===== src/rtl/step_sequencer_if.sv =====
// Bundle of request and command signals between a step_sequencer and whatever drives it.
// Carries the sequencer's FSM state outward so checkers can observe it.
interface step_sequencer_if #(
  parameter int WIDTH = 8
);
  // Handshake: start and pl_req are one-cycle requests (valid). The sequencer is ready only
  // while fsm_state is IDLE (2'd0). A request presented at any other time is dropped, not held.
  // pl_req wins over start. abort is honoured only in STEP or GAPW. done pulses one cycle.
  logic [WIDTH-1:0]   target;
  logic               start;
  logic               abort;
  logic               pl_req;
  logic [WIDTH-1:0]   load;
  logic               up;
  logic               down;
  logic               plN_out;
  logic [WIDTH-1:0]   pos;
  logic               busy;
  logic               done;
  logic [2*WIDTH-1:0] LED;
  logic [1:0]         fsm_state;

  modport slave (
    input  target, start, abort, pl_req, load,
    output up, down, plN_out, pos, busy, done, LED, fsm_state
  );

  modport master (
    output target, start, abort, pl_req, load,
    input  up, down, plN_out, pos, busy, done, LED, fsm_state
  );
endinterface


===== src/rtl/step_sequencer.sv =====
// Steps an external up/down counter from its current value to a target, one count per
// clk_slow cycle with optional idle gaps, and mirrors the counter value in pos.
module step_sequencer #(
  parameter int WIDTH = 8,
  parameter int GAP   = 0,
  parameter bit WRAP  = 1'b0
) (
  input  logic          clk_slow,
  input  logic          rstN,
  step_sequencer_if.slave bus
);

  typedef enum logic [1:0] {
    IDLE = 2'd0,
    STEP = 2'd1,
    GAPW = 2'd2,
    DONE = 2'd3
  } state_t;

  localparam logic [WIDTH-1:0] HALF       = {1'b1, {(WIDTH-1){1'b0}}};
  localparam logic [WIDTH-1:0] ONE        = {{(WIDTH-1){1'b0}}, 1'b1};
  localparam bit               HAS_GAP    = (GAP > 0);
  localparam logic [3:0]       GAP_RELOAD = HAS_GAP ? 4'(GAP - 1) : 4'd0;

  state_t           state, state_d;
  logic             up_q, up_d;
  logic             down_q, down_d;
  logic             pl_q, pl_d;
  logic [WIDTH-1:0] pos_q, pos_d;
  logic [WIDTH-1:0] tgt_q, tgt_d;
  logic             busy_q, busy_d;
  logic             done_q, done_d;
  logic [3:0]       gap_cnt, gap_d;

  logic [WIDTH-1:0] diff;
  logic             dir_up;
  logic [WIDTH-1:0] pos_step;

  // Direction is re-evaluated every step from the live mirror and the latched target.
  always_comb begin
    diff     = tgt_q - pos_q;
    dir_up   = WRAP ? (diff <= HALF) : (pos_q < tgt_q);
    pos_step = dir_up ? (pos_q + ONE) : (pos_q - ONE);
  end

  // State register together with all registered outputs.
  always_ff @(posedge clk_slow or negedge rstN) begin
    if (!rstN) begin
      state   <= IDLE;
      up_q    <= 1'b0;
      down_q  <= 1'b0;
      pl_q    <= 1'b1;
      pos_q   <= '0;
      tgt_q   <= '0;
      busy_q  <= 1'b0;
      done_q  <= 1'b0;
      gap_cnt <= 4'd0;
    end else begin
      state   <= state_d;
      up_q    <= up_d;
      down_q  <= down_d;
      pl_q    <= pl_d;
      pos_q   <= pos_d;
      tgt_q   <= tgt_d;
      busy_q  <= busy_d;
      done_q  <= done_d;
      gap_cnt <= gap_d;
    end
  end

  // Next-state logic.
  always_comb begin
    state_d = state;
    case (state)
      IDLE: begin
        if (bus.pl_req) begin
          state_d = IDLE;
        end else if (bus.start) begin
          state_d = (bus.target == pos_q) ? DONE : STEP;
        end
      end
      STEP: begin
        if (bus.abort) begin
          state_d = IDLE;
        end else if (pos_step == tgt_q) begin
          state_d = DONE;
        end else if (HAS_GAP) begin
          state_d = GAPW;
        end else begin
          state_d = STEP;
        end
      end
      GAPW: begin
        if (bus.abort) begin
          state_d = IDLE;
        end else if (gap_cnt == 4'd0) begin
          state_d = STEP;
        end
      end
      DONE: begin
        // First DONE cycle raises done; the second drops it and returns to IDLE.
        if (done_q) begin
          state_d = IDLE;
        end
      end
      default: state_d = IDLE;
    endcase
  end

  // Next values of the registered outputs.
  always_comb begin
    up_d   = 1'b0;
    down_d = 1'b0;
    pl_d   = 1'b1;
    pos_d  = pos_q;
    tgt_d  = tgt_q;
    busy_d = busy_q;
    done_d = 1'b0;
    gap_d  = gap_cnt;
    case (state)
      IDLE: begin
        if (bus.pl_req) begin
          pl_d  = 1'b0;
          pos_d = bus.load;
        end else if (bus.start) begin
          tgt_d  = bus.target;
          busy_d = (bus.target != pos_q);
        end
      end
      STEP: begin
        if (bus.abort) begin
          busy_d = 1'b0;
        end else begin
          up_d   = dir_up;
          down_d = !dir_up;
          pos_d  = pos_step;
          if (HAS_GAP && (pos_step != tgt_q)) begin
            gap_d = GAP_RELOAD;
          end
        end
      end
      GAPW: begin
        if (bus.abort) begin
          busy_d = 1'b0;
        end else if (gap_cnt != 4'd0) begin
          gap_d = gap_cnt - 4'd1;
        end
      end
      DONE: begin
        if (!done_q) begin
          done_d = 1'b1;
          busy_d = 1'b0;
        end
      end
      default: begin
        busy_d = 1'b0;
      end
    endcase
  end

  assign bus.up        = up_q;
  assign bus.down      = down_q;
  assign bus.plN_out   = pl_q;
  assign bus.pos       = pos_q;
  assign bus.busy      = busy_q;
  assign bus.done      = done_q;
  assign bus.LED       = {tgt_q, pos_q};
  assign bus.fsm_state = state;

endmodule


===== src/flat_wrapper.sv =====
// flat-port wrapper written by rule: the top's interface ports become plain ports
module step_sequencer_flat 
#(
  parameter int WIDTH = 8,
  parameter int GAP   = 0,
  parameter bit WRAP  = 1'b0
)
  (clk_slow, rstN, bus_target, bus_start, bus_abort, bus_pl_req, bus_load, bus_up, bus_down, bus_plN_out, bus_pos, bus_busy, bus_done, bus_LED, bus_fsm_state);
  step_sequencer_if #(.WIDTH(WIDTH)) bus_i ();
  input  logic clk_slow;
  input  logic rstN;
  input wire logic [$bits(bus_i.target)-1:0] bus_target;
  input wire logic [$bits(bus_i.start)-1:0] bus_start;
  input wire logic [$bits(bus_i.abort)-1:0] bus_abort;
  input wire logic [$bits(bus_i.pl_req)-1:0] bus_pl_req;
  input wire logic [$bits(bus_i.load)-1:0] bus_load;
  output wire logic [$bits(bus_i.up)-1:0] bus_up;
  output wire logic [$bits(bus_i.down)-1:0] bus_down;
  output wire logic [$bits(bus_i.plN_out)-1:0] bus_plN_out;
  output wire logic [$bits(bus_i.pos)-1:0] bus_pos;
  output wire logic [$bits(bus_i.busy)-1:0] bus_busy;
  output wire logic [$bits(bus_i.done)-1:0] bus_done;
  output wire logic [$bits(bus_i.LED)-1:0] bus_LED;
  output wire logic [$bits(bus_i.fsm_state)-1:0] bus_fsm_state;
  assign bus_i.target = bus_target;
  assign bus_i.start = bus_start;
  assign bus_i.abort = bus_abort;
  assign bus_i.pl_req = bus_pl_req;
  assign bus_i.load = bus_load;
  assign bus_up = bus_i.up;
  assign bus_down = bus_i.down;
  assign bus_plN_out = bus_i.plN_out;
  assign bus_pos = bus_i.pos;
  assign bus_busy = bus_i.busy;
  assign bus_done = bus_i.done;
  assign bus_LED = bus_i.LED;
  assign bus_fsm_state = bus_i.fsm_state;
  step_sequencer #(.WIDTH(WIDTH), .GAP(GAP), .WRAP(WRAP)) u_core (.clk_slow(clk_slow), .rstN(rstN), .bus(bus_i));
endmodule

===== config.mk =====
export PLATFORM = sky130hd
export DESIGN_NAME = step_sequencer_flat
export DESIGN_NICKNAME = d
export VERILOG_FILES = /design/src/rtl/step_sequencer_if.sv /design/src/rtl/step_sequencer.sv /design/src/flat_wrapper.sv
export SDC_FILE = /design/constraint.sdc
export NUM_CORES = 1
export LEC_CHECK = 0
export ABC_AREA = 1
export BUFFER_PORTS_ARGS = -buffer_cell sky130_fd_sc_hd__buf_4
export CORE_MARGIN = 8
export CORE_UTILIZATION = 53
export CTS_CLUSTER_SIZE = 28
export DETAILED_ROUTE_END_ITERATION = 7
export HOLD_SLACK_MARGIN = 0.15
export PLACE_DENSITY = 0.8
export SETUP_SLACK_MARGIN = 0.5
export SKIP_LAST_GASP = 1
export SYNTH_ARGS = -nofsm -noshare
export SYNTH_HDL_FRONTEND = slang
export SYNTH_SLANG_ARGS = --single-unit

===== constraint.sdc =====
create_clock -name clk_slow -period 3.1 [get_ports clk_slow]
set_input_delay 0.155 -clock clk_slow [delete_from_list [all_inputs] [get_ports clk_slow]]
set_output_delay 0.155 -clock clk_slow [all_outputs]
set_load 0.01 [all_outputs]

==> impl_results.rst <==
.. list-table::
   :header-rows: 1

   * - Metric
     - Value
   * - Total Neg Setup Slack
     - 0 ps
   * - Number of DRC markers after the initial detailed-route iteration
     - 292
   * - Sum of net half-perimeters after detailed placement
     - 4.24 mm
   * - IO buf count
     - 51
   * - Remaining global-route overflow
     - 0
   * - Setup Skew
     - 6.57 ps
   * - Slew of the pin with the lowest slew margin
     - 615 ps
   * - CTS tree
     - built
   * - Number of synthesized flops with an enable pin
     - 0
   * - Via count of the first global-routing pass
     - 2286
   * - Netlist cell types
     - 36
   * - Crit Path Class
     - reg -> reg
   * - Site row count
     - 22
   * - Worst Setup Start Kind
     - flop
   * - Clk root buf
     - clkbuf_8
   * - Remaining design rule violation count
     - 0
   * - Final core occ
     - 0.832
   * - Largest area contributor in the synthesized netlist
     - dfrtp_1
   * - Largest net degree at the start of global routing
     - 28
   * - Critical path required time
     - 3320 ps
   * - First-pass GRT wire length
     - 10.8 mm
   * - Cts bufs inserted
     - 3
   * - Post-Synthesis Net Count
     - 320
   * - Average routed wire per standard cell
     - 18.6 um
   * - Vias/cell
     - 5.76
   * - Combined area of the multi-input logic cells
     - 0.00140 sq mm
   * - Die width
     - 78.4 um
   * - Unrepaired setup endpoints after global routing
     - true
   * - Fin. Hold Viols
     - 0
   * - Hold Path Class
     - in -> reg
   * - Post-Route WL
     - 7.70 mm
   * - Final setup violation count
     - 0
   * - Number of top-level pins
     - 52
   * - Global-route total usage across every layer
     - 0.214
   * - Count of nets left with antenna violations after detail routing
     - 0
   * - Pre-CTS setup slack
     - 230 ps
   * - Number of buffers on the longest clock path
     - 2
   * - Critical path peak fanout
     - 6
   * - Number of instances in the synthesized netlist
     - 278
   * - Antenna violations before repair
     - 0
   * - Vias after detailed routing
     - 2389
   * - Antenna Diode Count
     - 0
   * - Endpoint kind of the worst setup timing path
     - flop
   * - Sequential share of the synthesized area
     - 0.328
   * - PnR worst setup slack
     - 270 ps
   * - Area of the core
     - 0.00372 sq mm
   * - Share of the synthesized area in the top cell type
     - 0.315
   * - Filler cell count
     - 209
   * - Routability congestion estimate from global placement
     - 0.878
   * - Effective utilization at floorplan
     - 0.555
   * - Synthesis-stage register bit count
     - 27
   * - Floorplan die height
     - 78.4 um
   * - Synthesized area divided by synthesized cell count
     - 7.42 sq um
   * - Clk slew on worst S/H paths
     - 110 ps
   * - Worst EP arrival
     - 3050 ps
   * - Area growth from synthesis to final layout
     - 49.8%
   * - Count of TritonRoute iterations in the first routing pass
     - 6
   * - Final #Nets
     - 410
   * - Count of final max-slew check failures
     - 0
   * - Slew Limit Headroom
     - 0.589
   * - Max-Cap Viols
     - 0
   * - Crit share post-route
     - 0.913
   * - Top cells by area in the synthesized netlist
     - dfrtp_1 (32%), nand2_1 (12%), ha_1 (12%), inv_1 (6.2%), a21oi_1 (4.4%)
   * - Minimum period implied by the final worst setup slack
     - 2830 ps
   * - Most used flip-flop cell after synthesis
     - dfrtp_1
   * - Insertion delay to the later sink of the worst-skew pair
     - 280 ps
   * - Maximum frequency from static timing analysis
     - 353 MHz
   * - Area of the die
     - 0.00614 sq mm
   * - Cell area after synthesis
     - 0.00206 sq mm
   * - Share of final-layout standard cells stronger than drive strength 1
     - 0.425
   * - Maximum level of the CTS H-tree
     - 1
   * - Sequential standard cell area
     - 687 sq um
   * - Share of flip-flops with an asynchronous set or reset after synthesis
     - 1.00
   * - Yosys warns
     - 0
   * - Result of the run
     - finished, final reports clean
   * - Clock Sink Count
     - 27
cell usage in the layout (no fill, tap or decap), drive strengths merged, types with 3 or more instances in the layout:
cell / n
nor2: 22
o21ai: 18
or2: 3
buf: 90
clkbuf: 3
inv: 37
dfrtp: 26
a21oi: 20
dlygate4sd3: 6
nand2: 72
ha: 20
xnor2: 4
nor3: 3
nand4: 5
o211ai: 3
nand3: 19
state kept, by name (all words and copies together) (netlist names):
signal and flops:
u_core.bus.pos 8, u_core.tgt_q 8, u_core.gap_cnt 4, u_core.bus.fsm_state 2, u_core.bus.busy 1, u_core.bus.done 1
u_core.bus.down 1, u_core.bus.plN_out 1, u_core.bus.up 1
layer usage:
metal,wire (um),up-vias,GRT usage
met1,2910,1086,0.242
met3,683,43,0.0592
met4,393,0,0.106
met5,0,-,0
li1,-,1087,-
met2,3710,173,0.361
synth_stat cells (2+ instances only):
cell,n
or2_1,2
nand3_1,18
xnor2_1,4
buf_4,9
nor2_2,3
nor2_1,19
a21oi_1,18
xor2_1,2
nand2_1,67
nand4_1,5
o21ai_0,17
o211ai_1,3
dfrtp_1,26
nand2_2,3
ha_1,20
nor3_1,3
nand2_4,2
o21a_1,2
inv_2,3
o22ai_1,2
inv_1,34
a21oi_2,2
critical path: stages (launching register included):
cell and delay [ps]:
dfrtp_1 390, inv_2 60, ha_4 260, nand2_1 100
nor2_2 200, nor2_4 60, nand2_4 110, inv_2 60
fa_1 440, inv_1 120, nand3_1 130, nand2_1 100
nand2_1 70, nand2_1 110, nand2_1 70, nand2_1 60
nand2_1 90, nor2_2 100, nand4_1 100, a21oi_1 120
area by class of cell:
| cell class | instances | share of cell area |
|---|---|---|
| clock buffer | 3 | 0.0134 |
| clock inverter | 1 | 0.00243 |
| inverter | 38 | 0.0469 |
| multi-input combinational | 202 | 0.452 |
| sequential | 27 | 0.222 |
| tap | 48 | 0.0194 |
| timing repair buffer | 96 | 0.243 |
final timing paths:
path                       cells after the start  slack (ps)         startpoint                 endpoint
max reg2reg                                   19         270    u_core.tgt_q[7]  u_core.bus.fsm_state[1]
max in group asynchronous                      2        2490               rstN       u_core.bus.plN_out
min                                            3         150      bus_target[1]          u_core.tgt_q[1]
max                                           19         270    u_core.tgt_q[7]  u_core.bus.fsm_state[1]
min reg2reg                                    1         480  u_core.gap_cnt[3]        u_core.gap_cnt[3]
min in group asynchronous                      2         310               rstN          u_core.bus.done
kinds of logic after synthesis:
group	Yosys count	share of synthesized area
AOI/OAI and AO/OA	50	0.140
xor gates and xnor gates	6	0.0255
adders and majority gates	21	0.131
buffers and inverters	49	0.106
DFF	27	0.328
and+or+nand+nor	125	0.269
metrics by stage:
stage | hold WS [ps] | cells | cell area, sq um
floorplan | -141 | 278 | 2070
global placement | 94.0 | 366 | 2430
detailed placement | 92.5 | 366 | 2430
CTS | 152 | 401 | 2810
global route | 154 | 415 | 3090
finish | 152 | 415 | 3090
repair_timing:
| action | CTS | global route |
|---|---|---|
| setup buffers | 25 | 14 |
| setup endpoints to repair | 5 | 4 |
| endpoints found under the hold margin | 32 | 0 |
| gates resized for setup | 23 | 34 |
| pin swaps | 7 | 23 |
| hold buffers | 6 | 0 |
| gates cloned | 0 | 0 |
Power is not shown: default switching activity piles up to over one toggle a cycle in this logic, so the estimate is an artifact.
